File: src/rtl/mmio_uart_tx.sv
// Memory-mapped 8N1 UART transmitter with a small dual-port-fed FIFO.
// Two CPU ports may push bytes in the same cycle; status is readable on either port.
module mmio_uart_tx #(
    parameter int unsigned CLKS_PER_BIT   = 434,
    parameter int unsigned TX_DATA_ADDR   = 65531,
    parameter int unsigned TX_STATUS_ADDR = 65532,
    parameter int unsigned FIFO_DEPTH     = 4
) (
    input  logic        clock,
    input  logic        reset,
    input  logic [15:0] address_a,
    input  logic [15:0] address_b,
    input  logic [15:0] write_data_a,
    input  logic [15:0] write_data_b,
    input  logic        write_enable_a,
    input  logic        write_enable_b,
    output logic        tx,
    output logic [15:0] read_data_a,
    output logic [15:0] read_data_b,
    output logic        read_hit_a,
    output logic        read_hit_b
);

    localparam int unsigned PTR_W  = $clog2(FIFO_DEPTH);
    localparam int unsigned CNT_W  = PTR_W + 1;
    localparam int unsigned BAUD_W = $clog2(CLKS_PER_BIT);

    localparam logic [15:0]       DATA_ADDR   = 16'(TX_DATA_ADDR);
    localparam logic [15:0]       STATUS_ADDR = 16'(TX_STATUS_ADDR);
    localparam logic [BAUD_W-1:0] BAUD_MAX    = BAUD_W'(CLKS_PER_BIT - 1);
    localparam logic [CNT_W-1:0]  CNT_FULL    = CNT_W'(FIFO_DEPTH);

    typedef enum logic [1:0] {
        ST_IDLE,
        ST_START,
        ST_DATA,
        ST_STOP
    } state_t;

    state_t              state_q;
    logic [BAUD_W-1:0]   baud_q;
    logic [2:0]          bit_q;
    logic [7:0]          shift_q;
    logic                tx_q;

    logic [7:0]          mem_q [FIFO_DEPTH];
    logic [PTR_W-1:0]    rd_ptr_q;
    logic [PTR_W-1:0]    wr_ptr_q;
    logic [CNT_W-1:0]    count_q;
    logic                overflow_q;

    logic                wr_a;
    logic                wr_b;
    logic                clr_ovf;
    logic                bit_end;
    logic                fifo_empty;
    logic                fifo_full;
    logic                busy;
    logic                pop;
    logic [CNT_W-1:0]    free_slots;
    logic                acc_a;
    logic                acc_b;
    logic                drop;
    logic                overflow_d;
    logic [CNT_W-1:0]    count_d;
    logic [PTR_W-1:0]    wr_ptr_b;
    logic [7:0]          head;
    logic [15:0]         status;
    logic                unused_wd;

    assign unused_wd = ^{write_data_a[15:8], write_data_b[15:8]};
    assign tx        = tx_q;

    // Push/pop arbitration; free space counts the slot released by a same-cycle pop.
    always_comb begin
        wr_a       = write_enable_a && (address_a == DATA_ADDR);
        wr_b       = write_enable_b && (address_b == DATA_ADDR);
        clr_ovf    = (write_enable_a && (address_a == STATUS_ADDR))
                  || (write_enable_b && (address_b == STATUS_ADDR));
        bit_end    = (baud_q == BAUD_MAX);
        fifo_empty = (count_q == '0);
        fifo_full  = (count_q == CNT_FULL);
        busy       = (state_q != ST_IDLE) || !fifo_empty;
        pop        = !fifo_empty
                  && ((state_q == ST_IDLE) || ((state_q == ST_STOP) && bit_end));
        free_slots = CNT_FULL - count_q + CNT_W'(pop);
        acc_a      = wr_a && (free_slots != '0);
        acc_b      = wr_b && (acc_a ? (free_slots >= CNT_W'(2)) : (free_slots != '0));
        drop       = (wr_a && !acc_a) || (wr_b && !acc_b);
        overflow_d = drop || (overflow_q && !clr_ovf);
        count_d    = count_q + CNT_W'(acc_a) + CNT_W'(acc_b) - CNT_W'(pop);
        wr_ptr_b   = wr_ptr_q + PTR_W'(acc_a);
        head       = mem_q[rd_ptr_q];
        status     = {12'd0, overflow_q, fifo_empty, fifo_full, busy};
    end

    always_comb begin
        read_hit_a  = (address_a == STATUS_ADDR);
        read_hit_b  = (address_b == STATUS_ADDR);
        read_data_a = read_hit_a ? status : 16'd0;
        read_data_b = read_hit_b ? status : 16'd0;
    end

    // FIFO storage, pointers and sticky overflow.
    always_ff @(posedge clock) begin
        if (reset) begin
            rd_ptr_q   <= '0;
            wr_ptr_q   <= '0;
            count_q    <= '0;
            overflow_q <= 1'b0;
        end else begin
            if (acc_a) mem_q[wr_ptr_q] <= write_data_a[7:0];
            if (acc_b) mem_q[wr_ptr_b] <= write_data_b[7:0];
            wr_ptr_q   <= wr_ptr_b + PTR_W'(acc_b);
            if (pop) rd_ptr_q <= rd_ptr_q + PTR_W'(1);
            count_q    <= count_d;
            overflow_q <= overflow_d;
        end
    end

    // Serial framer: start, 8 data bits LSB first, stop; back-to-back from STOP.
    always_ff @(posedge clock) begin
        if (reset) begin
            state_q <= ST_IDLE;
            baud_q  <= '0;
            bit_q   <= '0;
            shift_q <= '0;
            tx_q    <= 1'b1;
        end else begin
            case (state_q)
                ST_IDLE: begin
                    baud_q <= '0;
                    bit_q  <= '0;
                    tx_q   <= 1'b1;
                    if (pop) begin
                        shift_q <= head;
                        state_q <= ST_START;
                        tx_q    <= 1'b0;
                    end
                end
                ST_START: begin
                    if (bit_end) begin
                        baud_q  <= '0;
                        bit_q   <= '0;
                        state_q <= ST_DATA;
                        tx_q    <= shift_q[0];
                    end else begin
                        baud_q <= baud_q + BAUD_W'(1);
                    end
                end
                ST_DATA: begin
                    if (bit_end) begin
                        baud_q <= '0;
                        if (bit_q == 3'd7) begin
                            state_q <= ST_STOP;
                            tx_q    <= 1'b1;
                        end else begin
                            bit_q   <= bit_q + 3'd1;
                            shift_q <= shift_q >> 1;
                            tx_q    <= shift_q[1];
                        end
                    end else begin
                        baud_q <= baud_q + BAUD_W'(1);
                    end
                end
                ST_STOP: begin
                    if (bit_end) begin
                        baud_q <= '0;
                        if (pop) begin
                            shift_q <= head;
                            state_q <= ST_START;
                            tx_q    <= 1'b0;
                        end else begin
                            state_q <= ST_IDLE;
                            tx_q    <= 1'b1;
                        end
                    end else begin
                        baud_q <= baud_q + BAUD_W'(1);
                    end
                end
                default: begin
                    state_q <= ST_IDLE;
                    baud_q  <= '0;
                    tx_q    <= 1'b1;
                end
            endcase
        end
    end

endmodule

File: config.mk
export PLATFORM = sky130hd
export DESIGN_NAME = mmio_uart_tx
export DESIGN_NICKNAME = d
export VERILOG_FILES = /design/src/rtl/mmio_uart_tx.sv
export SDC_FILE = /design/constraint.sdc
export NUM_CORES = 1
export LEC_CHECK = 0
export ABC_CLOCK_PERIOD_IN_PS = 5000
export CORE_MARGIN = 2
export CORE_UTILIZATION = 46
export CTS_BUF_LIST = sky130_fd_sc_hd__clkbuf_4
export DETAILED_ROUTE_END_ITERATION = 7
export PLACE_DENSITY_LB_ADDON = 0.1
export SLEW_MARGIN = 25
export SYNTH_ARGS = -nofsm -noshare
export SYNTH_HDL_FRONTEND = slang
export SYNTH_SLANG_ARGS = --single-unit
File: constraint.sdc
create_clock -name clock -period 5 [get_ports clock]
set_input_delay 0.5 -clock clock [delete_from_list [all_inputs] [get_ports clock]]
set_output_delay 0.5 -clock clock [all_outputs]
set_load 0.005 [all_outputs]
==> results of run 1 <==
## flip-flops by register name (all words and copies together) (netlist names), 2 cells and up, named ones only
signal,cells
baud_q,9
bit_q,3
count_q,3
mem_q,32
rd_ptr_q,2
shift_q,8
state_q,2
wr_ptr_q,2
## placed cells by master, fill, tap and decap left out, drive strengths merged, types with 2 or more instances in the layout
| cell | instances |
|---|---|
| and3 | 2 |
| o41ai | 3 |
| clkinv | 2 |
| mux4 | 8 |
| dfxtp | 33 |
| a21oi | 12 |
| clkdlybuf4s50 | 62 |
| nor3 | 2 |
| bufinv | 2 |
| nand4 | 10 |
| nor2 | 35 |
| or3 | 2 |
| fa | 2 |
| o21ai | 7 |
| o211ai | 2 |
| and3b | 2 |
| o2bb2a | 2 |
| mux2i | 8 |
| ha | 14 |
| a31oi | 3 |
| clkbuf | 9 |
| buf | 5 |
| nand2b | 3 |
| nor3b | 2 |
| a311oi | 7 |
| xnor2 | 11 |
| and2 | 3 |
| conb | 24 |
| edfxtp | 32 |
| nor2b | 4 |
| nand2 | 8 |
| inv | 20 |
| nand3 | 11 |
| nor4 | 2 |
| mux2 | 33 |
| xor2 | 4 |
| and4b | 6 |
## kinds of logic after synthesis
| family | after synthesis | share of synthesized area (%) |
|---|---|---|
| XOR/XNOR | 15 | 3.567 |
| AO/OA/AOI/OAI | 42 | 8.323 |
| other | 1 | 0.09631 |
| buffers and inverters | 56 | 8.419 |
| AND/OR/NAND/NOR | 95 | 14.65 |
| multiplexers | 49 | 17.77 |
| adder cells (fa/ha/maj) | 16 | 5.527 |
| flip-flops | 65 | 41.65 |
## layout make-up
| type | count | area (sq um) |
|---|---|---|
| clock buffer | 9 | 67.56 |
| clock inverter | 7 | 102.6 |
| fill | 708 | 3537 |
| inverter | 18 | 67.56 |
| multi-input combinational | 241 | 2031 |
| sequential | 65 | 1622 |
| tap | 105 | 131.4 |
| timing repair buffer | 67 | 658.1 |
## worst max path at each step
stage                         startpoint                    end
finish              baud_q[0]$_SDFF_PP0_  mem_q[0][3]$_DFFE_PP_
floorplan           baud_q[0]$_SDFF_PP0_  mem_q[2][0]$_DFFE_PP_
CTS                 baud_q[0]$_SDFF_PP0_  mem_q[0][6]$_DFFE_PP_
global route        baud_q[1]$_SDFF_PP0_  mem_q[0][7]$_DFFE_PP_
detailed placement  baud_q[0]$_SDFF_PP0_  mem_q[0][6]$_DFFE_PP_
global placement    baud_q[0]$_SDFF_PP0_  mem_q[0][2]$_DFFE_PP_
## power breakdown
group | switching (mW) | leakage [nW] | total [mW] | internal (mW)
combinational | 0.367 | 1.08 | 0.690 | 0.324
sequential | 0.0655 | 0.557 | 0.682 | 0.616
clock | 0.207 | 0.0871 | 0.415 | 0.208
## worst min-delay path, stage by stage (launching register included)
cell,delay (ns)
dfxtp_1,0.35
a21oi_1,0.05
o21ai_0,0.06
## metrics by stage
step | power (mW) | setup WS [ns] | cell area [sq um]
finish | 1.787 | 0.6701 | 4679
detailed placement | 1.388 | 0.6951 | 4509
floorplan | 1.249 | 1.291 | 3980
global route | 1.920 | 0.3997 | 4679
global placement | 1.372 | 0.7444 | 4509
CTS | 1.808 | 0.6549 | 4679
## layer usage
| metal | wire [um] | vias to the layer above | global-route usage [%] |
|---|---|---|---|
| met1 | 3419 | 1208 | 22.09 |
| met4 | 82 | 0 | 4.762 |
| met3 | 267 | 10 | 5.325 |
| li1 | - | 1331 | - |
| met5 | 0 | - | 0 |
| met2 | 3806 | 53 | 30.03 |
==> implementation parameters, run 1 <==
Parameter                              Value

Outcome
  Outcome    complete, no violations

CTS
  Setup Fix Bufs, Post-CTS    0
  Number of buffers between clock root and the deepest sink    2
  Root Driver    clkbuf_4
  CTS clock-pin slew for the worst setup and hold paths    0.12 ns
  H-Tree Depth    3
  Clock latency of the later-clocked register in the worst-skew pair    ~0.42 ns
  Clock tree from TritonCTS    yes
  Resized cells post-CTS    0
  Clock sink total    65
  Hold-fix buffer count after cts    0
  Number of buffers created by CTS    9

Power
  Peak VDD IR    0.1649 mV
  Leakage power    roughly 1.7 nW
  Power per Cell Area    ~380 nW/um^2

Layout
  Number of inserted diodes    0
  Filler-free cell count of the finished design    just over 500
  Utilization after layout    between 50% and 60%
  Signed area change from the synthesized netlist to the final layout    20.18%
  Share of layout cells above drive strength 1    between 10% and 20%
  Net count reported at finish    ~490

STA
  Time the final worst path needs with I/O delays and setup    between 4 and 5 ns
  Setup repair after global routing missed its margin    false
  Final-layout setup total negative slack    0 ns
  Final Hold Slack    0.4805 ns
  Measured slew at the worst slew-check pin    about 0.93 ns
  Hold violation total from the final report    0
  Achievable frequency    ~0.23 GHz
  Final-report max-slew violation count    0
  # setup viols final    0
  Final period utilization    between 80% and 90%
  Setup skew after layout    ~0.019 ns
  Headroom to the max-slew limit    37.42%

Setup path
  Arrival @ worst endpoint    around 4.5 ns
  Slowest library cell on the worst path    and4b_1
  Class of the most critical setup path    reg -> reg
  Critical Path Stages    15
  CP peak stage delay    roughly 0.67 ns
  Nature of the critical path startpoint    register
  Family with the most delay on the worst path    simple AND/OR/NAND/NOR gates
  Kind of capture point of the worst setup path    register
  Data required time of the critical path    around 5.2 ns
  Worst reg-to-reg path cell count    15
  Reg2reg end    mem_q[0][3]$_DFFE_PP_
  Most used cell, CP    ha_1
  Worst reg2reg startpoint    baud_q[0]$_SDFF_PP0_
  Buf+Inv Stages, Crit Path    1
  Register-to-Register Setup Slack    approximately 0.67 ns
  Crit Path Max Fanout    8
  Critical path, cell by cell    ha_1 -> and4b_1 -> a31oi_1 -> or2_2 -> ha_1 -> inv_1 -> ha_1 -> xor2_2 -> nor2_1 -> nand2_1 -> and3_1 -> ha_1 -> xnor2_1 -> and4b_1 -> mux2_4

Placed design
  Final GP Congestion    roughly 0.77
  HPWL Detailed    roughly 5500 um
  Port bufs    just over 60
  Placed insts    roughly 500

Synth
  Mean instance size in the synthesized netlist    ~11 sq um
  Proportion of synthesized flip-flops having asynchronous set or reset    0%
  Leading cell types by count after synthesis    nor2_1 (35), dfxtp_1 (33), edfxtp_1 (32)
  Part of the Yosys area used for sequential elements    between 40% and 50%
  Count leader, synth    nor2_1
  Largest area contributor in the netlist    edfxtp_1
  Top_reg_cell synth    dfxtp_1
  Leading cell types by total area after synthesis    edfxtp_1 (25%), dfxtp_1 (17%), mux2_4 (6.2%)
  Seq cells post-synth    65
  Syn. warnings    0
  Cell area after synthesis    around 3900 sq um
  Number of enable flip-flop cells after synthesis    32
  Gate Count Post-Synth    ~340
  Portion of synthesized cell area occupied by the leading cell type    around 25%
  Number of distinct library cells after synthesis    56

GRT
  Largest net degree at the start of global routing    28
  Antenna violations before repair    0
  Vias in the first global route    2,474
  All-Layer GR Usage    between 10% and 20%
  Global-route wire length before repair    12,140 um
  Aggregate global routing overflow    0

Floorplanning
  Number of placement rows    33
  Starting density of the core    47.39%
  Floorplan die width    96.01 um
  Area enclosed by the die boundary    between 9000 and 10,000 sq um
  Vert. Die Dim    roughly 96 um
  Number of top-level design ports    between 100 and 150
  Total core area    just over 8000 sq um

Hold path
  Worst hold stages    2
  Worst Hold Path EP    tx$_SDFFE_PP1P_
  Critical hold path startpoint    tx$_SDFFE_PP1P_
  Worst min path class    reg -> reg

Drt
  Drc violations    0
  1st-pass router iterations    5
  Count of vias placed by the detailed router    roughly 2,600
  DRT iter0 DRCs    103
  Drt total wl    around 7600 um
  Average wire per cell in the routed design    approximately 15 um
  Routed via count divided by cell count    5.082
  Antenna-violating nets left    0

Flow run
  Number of maximum-capacitance violations    0
No activity file was read; power rests on OpenSTA's default activity.
==> run 2, diff against run 1 <==
- ABC_CLOCK_PERIOD_IN_PS: 5000 -> unset
==> results of run 2 <==
Same layout as run 1: the final DEF is identical, and so are final timing and power.
